`src/rtl/uut_seq_pkg.sv`:
```
// Shared types and constants for the UUT run sequencer.
package uut_seq_pkg;

  typedef enum logic [2:0] {
    IDLE,
    RST,
    RUN,
    CAPTURE,
    SEND
  } state_t;

  // Record header: 4 cycle-count bytes followed by 1 status byte.
  localparam int unsigned RECORD_HDR_BYTES   = 5;
  localparam int unsigned STATUS_TIMEOUT_BIT = 0;

  // Width of the run cycle counter and of the count field in the record.
  localparam int unsigned CNT_W = 32;

endpackage

```
`src/rtl/uut_record_serializer.sv`:
```
// Loads the run record in parallel and shifts it out MSB byte first over a
// valid/ready byte interface. last_o marks the transfer of the final byte.
module uut_record_serializer
  import uut_seq_pkg::*;
#(
  parameter int unsigned OUTPUT_SIZE = 32
) (
  input  logic                   clk,
  input  logic                   rst_n,
  input  logic                   load_i,
  input  logic [CNT_W-1:0]       count_i,
  input  logic [7:0]             status_i,
  input  logic [OUTPUT_SIZE-1:0] result_i,
  output logic [7:0]             byte_data,
  output logic                   byte_valid,
  input  logic                   byte_ready,
  output logic                   last_o
);

  localparam int unsigned REC_BYTES = RECORD_HDR_BYTES + OUTPUT_SIZE / 8;
  localparam int unsigned REC_W     = REC_BYTES * 8;
  localparam int unsigned REM_W     = $clog2(REC_BYTES);

  logic [REC_W-1:0] sh_q, sh_d;
  logic [REM_W-1:0] rem_q, rem_d;
  logic             valid_q, valid_d;
  logic             xfer;

  assign xfer       = valid_q & byte_ready;
  assign last_o     = xfer & (rem_q == '0);
  assign byte_valid = valid_q;
  // Shifting left with zero fill leaves the register cleared once the record
  // has gone, so byte_data reads 0 whenever no record is pending.
  assign byte_data  = sh_q[REC_W-1 -: 8];

  // Next shift-register contents, remaining-byte count and valid flag.
  always_comb begin
    // NOTE: every output of this block gets a default first, so no path can
    // leave a variable unassigned and infer a latch.
    sh_d    = sh_q;
    rem_d   = rem_q;
    valid_d = valid_q;
    if (load_i) begin
      sh_d    = {count_i, status_i, result_i};
      rem_d   = REM_W'(REC_BYTES - 1);
      valid_d = 1'b1;
    end else if (xfer) begin
      sh_d = sh_q << 8;
      if (rem_q == '0) begin
        valid_d = 1'b0;
      end else begin
        rem_d = rem_q - REM_W'(1);
      end
    end
  end

  // Serializer state registers.
  always_ff @(posedge clk or negedge rst_n) begin
    // NOTE: state is updated with non-blocking assignments so every flop
    // samples the pre-edge value of its neighbours, as real flops do.
    if (!rst_n) begin
      // NOTE: the shift register is reset too, because its top byte drives
      // byte_data directly and that output must be 0 out of reset.
      sh_q    <= '0;
      rem_q   <= '0;
      valid_q <= 1'b0;
    end else begin
      sh_q    <= sh_d;
      rem_q   <= rem_d;
      valid_q <= valid_d;
    end
  end

endmodule

```
`src/rtl/uut_run_sequencer.sv`:
```
// Runs one UUT test per accepted start: latches operands, holds the UUT in
// reset, times the run until end_uut or a timeout, then streams the record.
module uut_run_sequencer
  import uut_seq_pkg::*;
#(
  parameter int unsigned INPUT_SIZE_1   = 32,
  parameter int unsigned INPUT_SIZE_2   = 32,
  parameter int unsigned OUTPUT_SIZE    = 32,
  parameter int unsigned RST_CYCLES     = 16,
  parameter int unsigned TIMEOUT_CYCLES = 32'h00FF_FFFF
) (
  input  logic                    clk,
  input  logic                    rst,
  input  logic                    start,
  input  logic [INPUT_SIZE_1-1:0] op1_i,
  input  logic [INPUT_SIZE_2-1:0] op2_i,
  input  logic [1:0]              clk_sel_i,
  output logic                    busy,
  output logic                    done,
  output logic                    timeout,
  output logic                    rst_uut,
  input  logic                    end_uut,
  output logic [INPUT_SIZE_1-1:0] input_to_UUT_1,
  output logic [INPUT_SIZE_2-1:0] input_to_UUT_2,
  input  logic [OUTPUT_SIZE-1:0]  output_from_UUT,
  output logic [1:0]              clk_uut_sel,
  output logic [7:0]              byte_data,
  output logic                    byte_valid,
  input  logic                    byte_ready
);

  localparam logic [CNT_W-1:0] RST_LIM = CNT_W'(RST_CYCLES);
  localparam logic [CNT_W-1:0] TO_LIM  = CNT_W'(TIMEOUT_CYCLES);
  // A stale end may persist for TIMEOUT_CYCLES cycles after the hold period.
  localparam logic [CNT_W:0]   STALE_LIM =
    (CNT_W+1)'(RST_CYCLES) + (CNT_W+1)'(TIMEOUT_CYCLES) - (CNT_W+1)'(1);

  state_t                  state_q, state_d;
  logic [CNT_W-1:0]        cnt_q, cnt_d, cnt_inc;
  logic [INPUT_SIZE_1-1:0] op1_q, op1_d;
  logic [INPUT_SIZE_2-1:0] op2_q, op2_d;
  logic [1:0]              sel_q, sel_d;
  logic                    timeout_q, timeout_d;
  logic                    done_q, done_d;
  logic                    rst_uut_q, rst_uut_d;
  logic                    end_meta_q, end_s_q;
  logic                    ser_load, ser_last;
  logic [7:0]              status_byte;

  // The counter sticks at all-ones rather than wrapping.
  assign cnt_inc     = (cnt_q == '1) ? cnt_q : cnt_q + CNT_W'(1);
  assign status_byte = 8'(timeout_q) << STATUS_TIMEOUT_BIT;

  assign busy           = (state_q != IDLE);
  assign done           = done_q;
  assign timeout        = timeout_q;
  assign rst_uut        = rst_uut_q;
  assign input_to_UUT_1 = op1_q;
  assign input_to_UUT_2 = op2_q;
  assign clk_uut_sel    = sel_q;

  // Two-flop synchronizer for the UUT's asynchronous completion flag.
  always_ff @(posedge clk or negedge rst) begin
    if (!rst) begin
      end_meta_q <= 1'b0;
      end_s_q    <= 1'b0;
    end else begin
      end_meta_q <= end_uut;
      end_s_q    <= end_meta_q;
    end
  end

  // Run sequencing: next state, counter, latched operands and status.
  always_comb begin
    state_d   = state_q;
    cnt_d     = cnt_q;
    op1_d     = op1_q;
    op2_d     = op2_q;
    sel_d     = sel_q;
    timeout_d = timeout_q;
    done_d    = 1'b0;
    ser_load  = 1'b0;
    unique case (state_q)
      IDLE: begin
        if (start) begin
          op1_d     = op1_i;
          op2_d     = op2_i;
          sel_d     = clk_sel_i;
          timeout_d = 1'b0;
          cnt_d     = '0;
          state_d   = RST;
        end
      end
      RST: begin
        if (cnt_q < RST_LIM) begin
          cnt_d = cnt_inc;
        end else if (!end_s_q) begin
          cnt_d   = '0;
          state_d = RUN;
        end else if ({1'b0, cnt_q} >= STALE_LIM) begin
          timeout_d = 1'b1;
          state_d   = CAPTURE;
        end else begin
          // Still holding off a stale end left over from the previous run.
          cnt_d = cnt_inc;
        end
      end
      RUN: begin
        // End is tested first, so it wins when both land on the same cycle.
        if (end_s_q) begin
          state_d = CAPTURE;
        end else if (cnt_q >= TO_LIM) begin
          timeout_d = 1'b1;
          state_d   = CAPTURE;
        end else begin
          cnt_d = cnt_inc;
        end
      end
      CAPTURE: begin
        ser_load = 1'b1;
        state_d  = SEND;
      end
      SEND: begin
        if (ser_last) begin
          done_d  = 1'b1;
          state_d = IDLE;
        end
      end
      default: state_d = IDLE;
    endcase
    // Registered from the next state so the UUT reset is glitch-free.
    rst_uut_d = (state_d != RUN);
  end

  // Sequencer state registers.
  always_ff @(posedge clk or negedge rst) begin
    if (!rst) begin
      state_q   <= IDLE;
      cnt_q     <= '0;
      op1_q     <= '0;
      op2_q     <= '0;
      sel_q     <= 2'b00;
      timeout_q <= 1'b0;
      done_q    <= 1'b0;
      rst_uut_q <= 1'b1;
    end else begin
      state_q   <= state_d;
      cnt_q     <= cnt_d;
      op1_q     <= op1_d;
      op2_q     <= op2_d;
      sel_q     <= sel_d;
      timeout_q <= timeout_d;
      done_q    <= done_d;
      rst_uut_q <= rst_uut_d;
    end
  end

  uut_record_serializer #(
    .OUTPUT_SIZE(OUTPUT_SIZE)
  ) u_serializer (
    .clk       (clk),
    .rst_n     (rst),
    .load_i    (ser_load),
    .count_i   (cnt_q),
    .status_i  (status_byte),
    .result_i  (output_from_UUT),
    .byte_data (byte_data),
    .byte_valid(byte_valid),
    .byte_ready(byte_ready),
    .last_o    (ser_last)
  );

endmodule

```
`config.mk`:
```
export PLATFORM = sky130hd
export DESIGN_NAME = uut_run_sequencer
export DESIGN_NICKNAME = d
export VERILOG_FILES = /design/src/rtl/uut_seq_pkg.sv /design/src/rtl/uut_record_serializer.sv /design/src/rtl/uut_run_sequencer.sv
export SDC_FILE = /design/constraint.sdc
export NUM_CORES = 1
export LEC_CHECK = 0
export CAP_MARGIN = 30
export CORE_MARGIN = 5
export CORE_UTILIZATION = 46
export DETAILED_ROUTE_END_ITERATION = 12
export GPL_ROUTABILITY_DRIVEN = 0
export GPL_TIMING_DRIVEN = 1
export PLACE_DENSITY = 0.77
export SLEW_MARGIN = 20
export SYNTH_ARGS = -nofsm -noshare
export SYNTH_HDL_FRONTEND = slang
export SYNTH_SLANG_ARGS = --single-unit
```
`constraint.sdc`:
```
create_clock -name clk -period 2.45 [get_ports clk]
set_input_delay 0.245 -clock clk [delete_from_list [all_inputs] [get_ports clk]]
set_output_delay 0.245 -clock clk [all_outputs]
set_load 0.03 [all_outputs]
```
==> results.md <==
* Synth warn at 0
* I/O pin cnt at 182
* CORE AREA at 17300 sq um
* Largest net degree at the start of global routing at 75
* Rel. slew slack at 0.553
* EDFF count, synth at 0
* IO Port Bufs at 181
* Max incr delay on CP at 440 ps
* Fraction of registers with async set/reset at 1.00
* Num CTS Buffers at 17
* Synth area leader: dfrtp_1
* Synth area leaders: dfrtp_1, nand2_1, a31oi_1, nor2_1, clkbuf_1
* CP max FO at 11
* CP Cell Sequence: nor4_2, nand3_1, o21a_1, o211a_2, nor2_1, nand4_1, o31ai_1
* Placed insts at 1311
* CP Launch Type: flip-flop
* Clock Path Buffers at 2
* Root Buffer: clkbuf_16
* Top FF cell, synth: dfrtp_1
* Finished Layout Cells at 1347
* Synth top area share at 0.562
* Setup violation total in the final timing report at 0
* Drt drc at 0
* Post-Syn Area at 8100 sq um
* PwrDens at 1140 nW/um^2
* Worst Path Buf+Inv at 0
* Area added between synthesis and finish at 34.3%
* Syn avg cell area at 8.67 sq um
* Die Ht at 143 um
* Initial antenna violation count at 0
* Placed Area at 10200 sq um
* Starting density of the core at 0.468
* Worst Setup End Kind: flip-flop
* First-pass GRT wire length at 34400 um
* Number of clock sinks at 183
* Post-layout min period at 2360 ps
* Max-Cap Viols at 0
* Leak at 5.10 nW
* Maximum vdd drop at 0.772 mV
* Hold violation total from the final report at 0
* Cell area after layout at 10900 sq um
* Global Route met1 Usage at 0.275
* Clk pin slew, worst setup/hold paths at 70 ps
* CTS tree: built
* Status: complete, no violations
* Met2 GRT Util at 0.335
* Routed Antenna Nets at 0
* FP Rows at 48
* Vias per cell at 5.22
* All-Layer GR Usage at 0.208
* Worst EP arrival at 2670 ps
* Number of diodes at 0
* Worst-margin pin slew at 671 ps
* DR pass1 iterations at 4
* Synth cell types at 50
* Syn Nets at 1040
* Seq/Total Area, Yosys at 0.565
* HPWL Detailed at 14500 um
* Post-DR wirelength/cell at 15.5 um
* Seq cells post-synth at 183
* Crit path max-delay family: simple AND/OR/NAND/NOR gates
* Max-slew violations at 0
* Commonest cells post-synth: nand2_1, dfrtp_1, nor2_1
* Die Area at 20400 sq um
* Ratio of final minimum period to clock period at 0.963
* Clk Latency, worst-skew pair at 430 ps
* Req. time, crit path at 2770 ps
* Final TNS setup at 0 ps
* Routed wire length at 20900 um
* Most Used Layer, Global Route: met2
* Clk_skew at 14.6 ps
* Die W at 143 um
* Starting DRC count in detailed routing at 518
* FF/Latch Area at 4580 sq um
* Via count at 7029
* Syn Inst Count at 935
* Vias in the first global route at 6887
* Total grt overflow at 0
* RSZ-0062 raised after global routing: true
* H-tree Lvls at 4
* Area occupied by multi-input gates at 3220 sq um
* FILL cells at 1428
* Layout Nets at 1214
* Max frequency at 0.424 GHz
* Layout cells sized above 1 at 0.0873
* Crit path max-delay cell type: dfrtp_1
* Pwr Total at 12.4 mW
* Met3 Use GR at 0.0409
* Hold Path Class: primary input to flip-flop
* Count leader, synth: nand2_1
* Setup CP Type: flip-flop to flip-flop
==> registers in the layout, summed over array words and instances, names as in the netlist <==
| name | flops |
|---|---|
| u_serializer.sh_q | 72 |
| cnt_q | 32 |
| input_to_UUT_1 | 32 |
| input_to_UUT_2 | 32 |
| u_serializer.rem_q | 4 |
| state_q | 3 |
| clk_uut_sel | 2 |
| done | 1 |
| end_meta_q | 1 |
| end_s_q | 1 |
| rst_uut | 1 |
| timeout | 1 |
| u_serializer.byte_valid | 1 |
==> what timing repair did <==
| item | in CTS | in global routing |
|---|---|---|
| setup buffers | 0 | 3 |
| setup endpoints to repair | 0 | 24 |
| hold buffers | 1 | 0 |
| endpoints found under the hold margin | 32 | 0 |
| gates resized for setup | 0 | 8 |
==> placed cells by master, fill, tap and decap left out, types with 3 or more instances in the layout <==
cell type / synthesis / final
o21ai_0: 14 / 14
inv_6: 0 / 5
buf_12: 0 / 5
dfrtp_1: 182 / 181
or4_1: 4 / 4
clkdlybuf4s50_1: 0 / 180
nand4_1: 9 / 9
buf_4: 8 / 34
a31oi_1: 62 / 62
nand2b_1: 4 / 4
and3_1: 3 / 3
nand2_1: 369 / 367
inv_8: 0 / 5
clkbuf_16: 0 / 17
inv_1: 9 / 9
nor3_1: 12 / 12
o211ai_1: 3 / 3
nor2_1: 88 / 88
a21oi_1: 19 / 18
nand2_2: 2 / 3
nor4_2: 2 / 5
nand3_1: 22 / 22
and2_1: 5 / 3
xnor2_1: 11 / 11
or3_1: 9 / 8
==> path summary, 6_finish.rpt <==
path                             from  cells after the start  slack, ps                    to
min in group asynchronous         rst                      2        260  u_serializer.sh_q[3]
min reg2reg                end_meta_q                      0        380               end_s_q
max reg2reg                 cnt_q[16]                      7         90             cnt_q[24]
min                           end_uut                      1        250            end_meta_q
max                         cnt_q[16]                      7         90             cnt_q[24]
max in group asynchronous         rst                      3       1480     input_to_UUT_2[9]
==> per-layer routing <==
metal  routed length [um]  part of all wire
met1                 8690              0.42
met5                    0                 0
met4                  813             0.039
met2                10300              0.49
met3                 1040             0.050
==> logic make-up (layout without fill, tap and decap cells) <==
kind of cell | Yosys count | in the layout | share of synthesized area
AND/OR/NAND/NOR | 548 | 548 | 0.285
flip-flops | 183 | 183 | 0.565
AO/OA/AOI/OAI | 111 | 111 | 0.0879
buffers and inverters | 76 | 263 | 0.0425
XOR/XNOR | 13 | 13 | 0.0141
adder cells (fa/ha/maj) | 2 | 2 | 0.00309
multiplexers | 2 | 2 | 0.00247
==> final cells by class <==
class / count / area share
multi-input cells: 676 / 0.296
inverters: 10 / 0.00345
clock inverters: 15 / 0.0144
clock buffers: 17 / 0.0391
well taps: 225 / 0.0259
flip-flops and latches: 183 / 0.421
repair buffers: 221 / 0.200
==> power breakdown <==
group          total (mW)  leakage, nW  switching [mW]  internal, mW
logic                4.98         2.44            2.96          2.02
clock network        2.70        0.281            1.33          1.37
registers            4.70         2.38           0.597          4.10
total                12.4         5.10            4.89          7.49
==> stage by stage <==
stage	hold slack, ps	setup slack, ps	utilization
6_report	252	90.4	0.629
5_1_grt	251	-46.6	0.629
4_1_cts	237	15.3	0.626
3_5_place_dp	159	67.6	0.592
3_3_place_gp	162	142	0.592
2_1_floorplan	-50.6	99.9	-
Power figures use the tool's default switching activity.
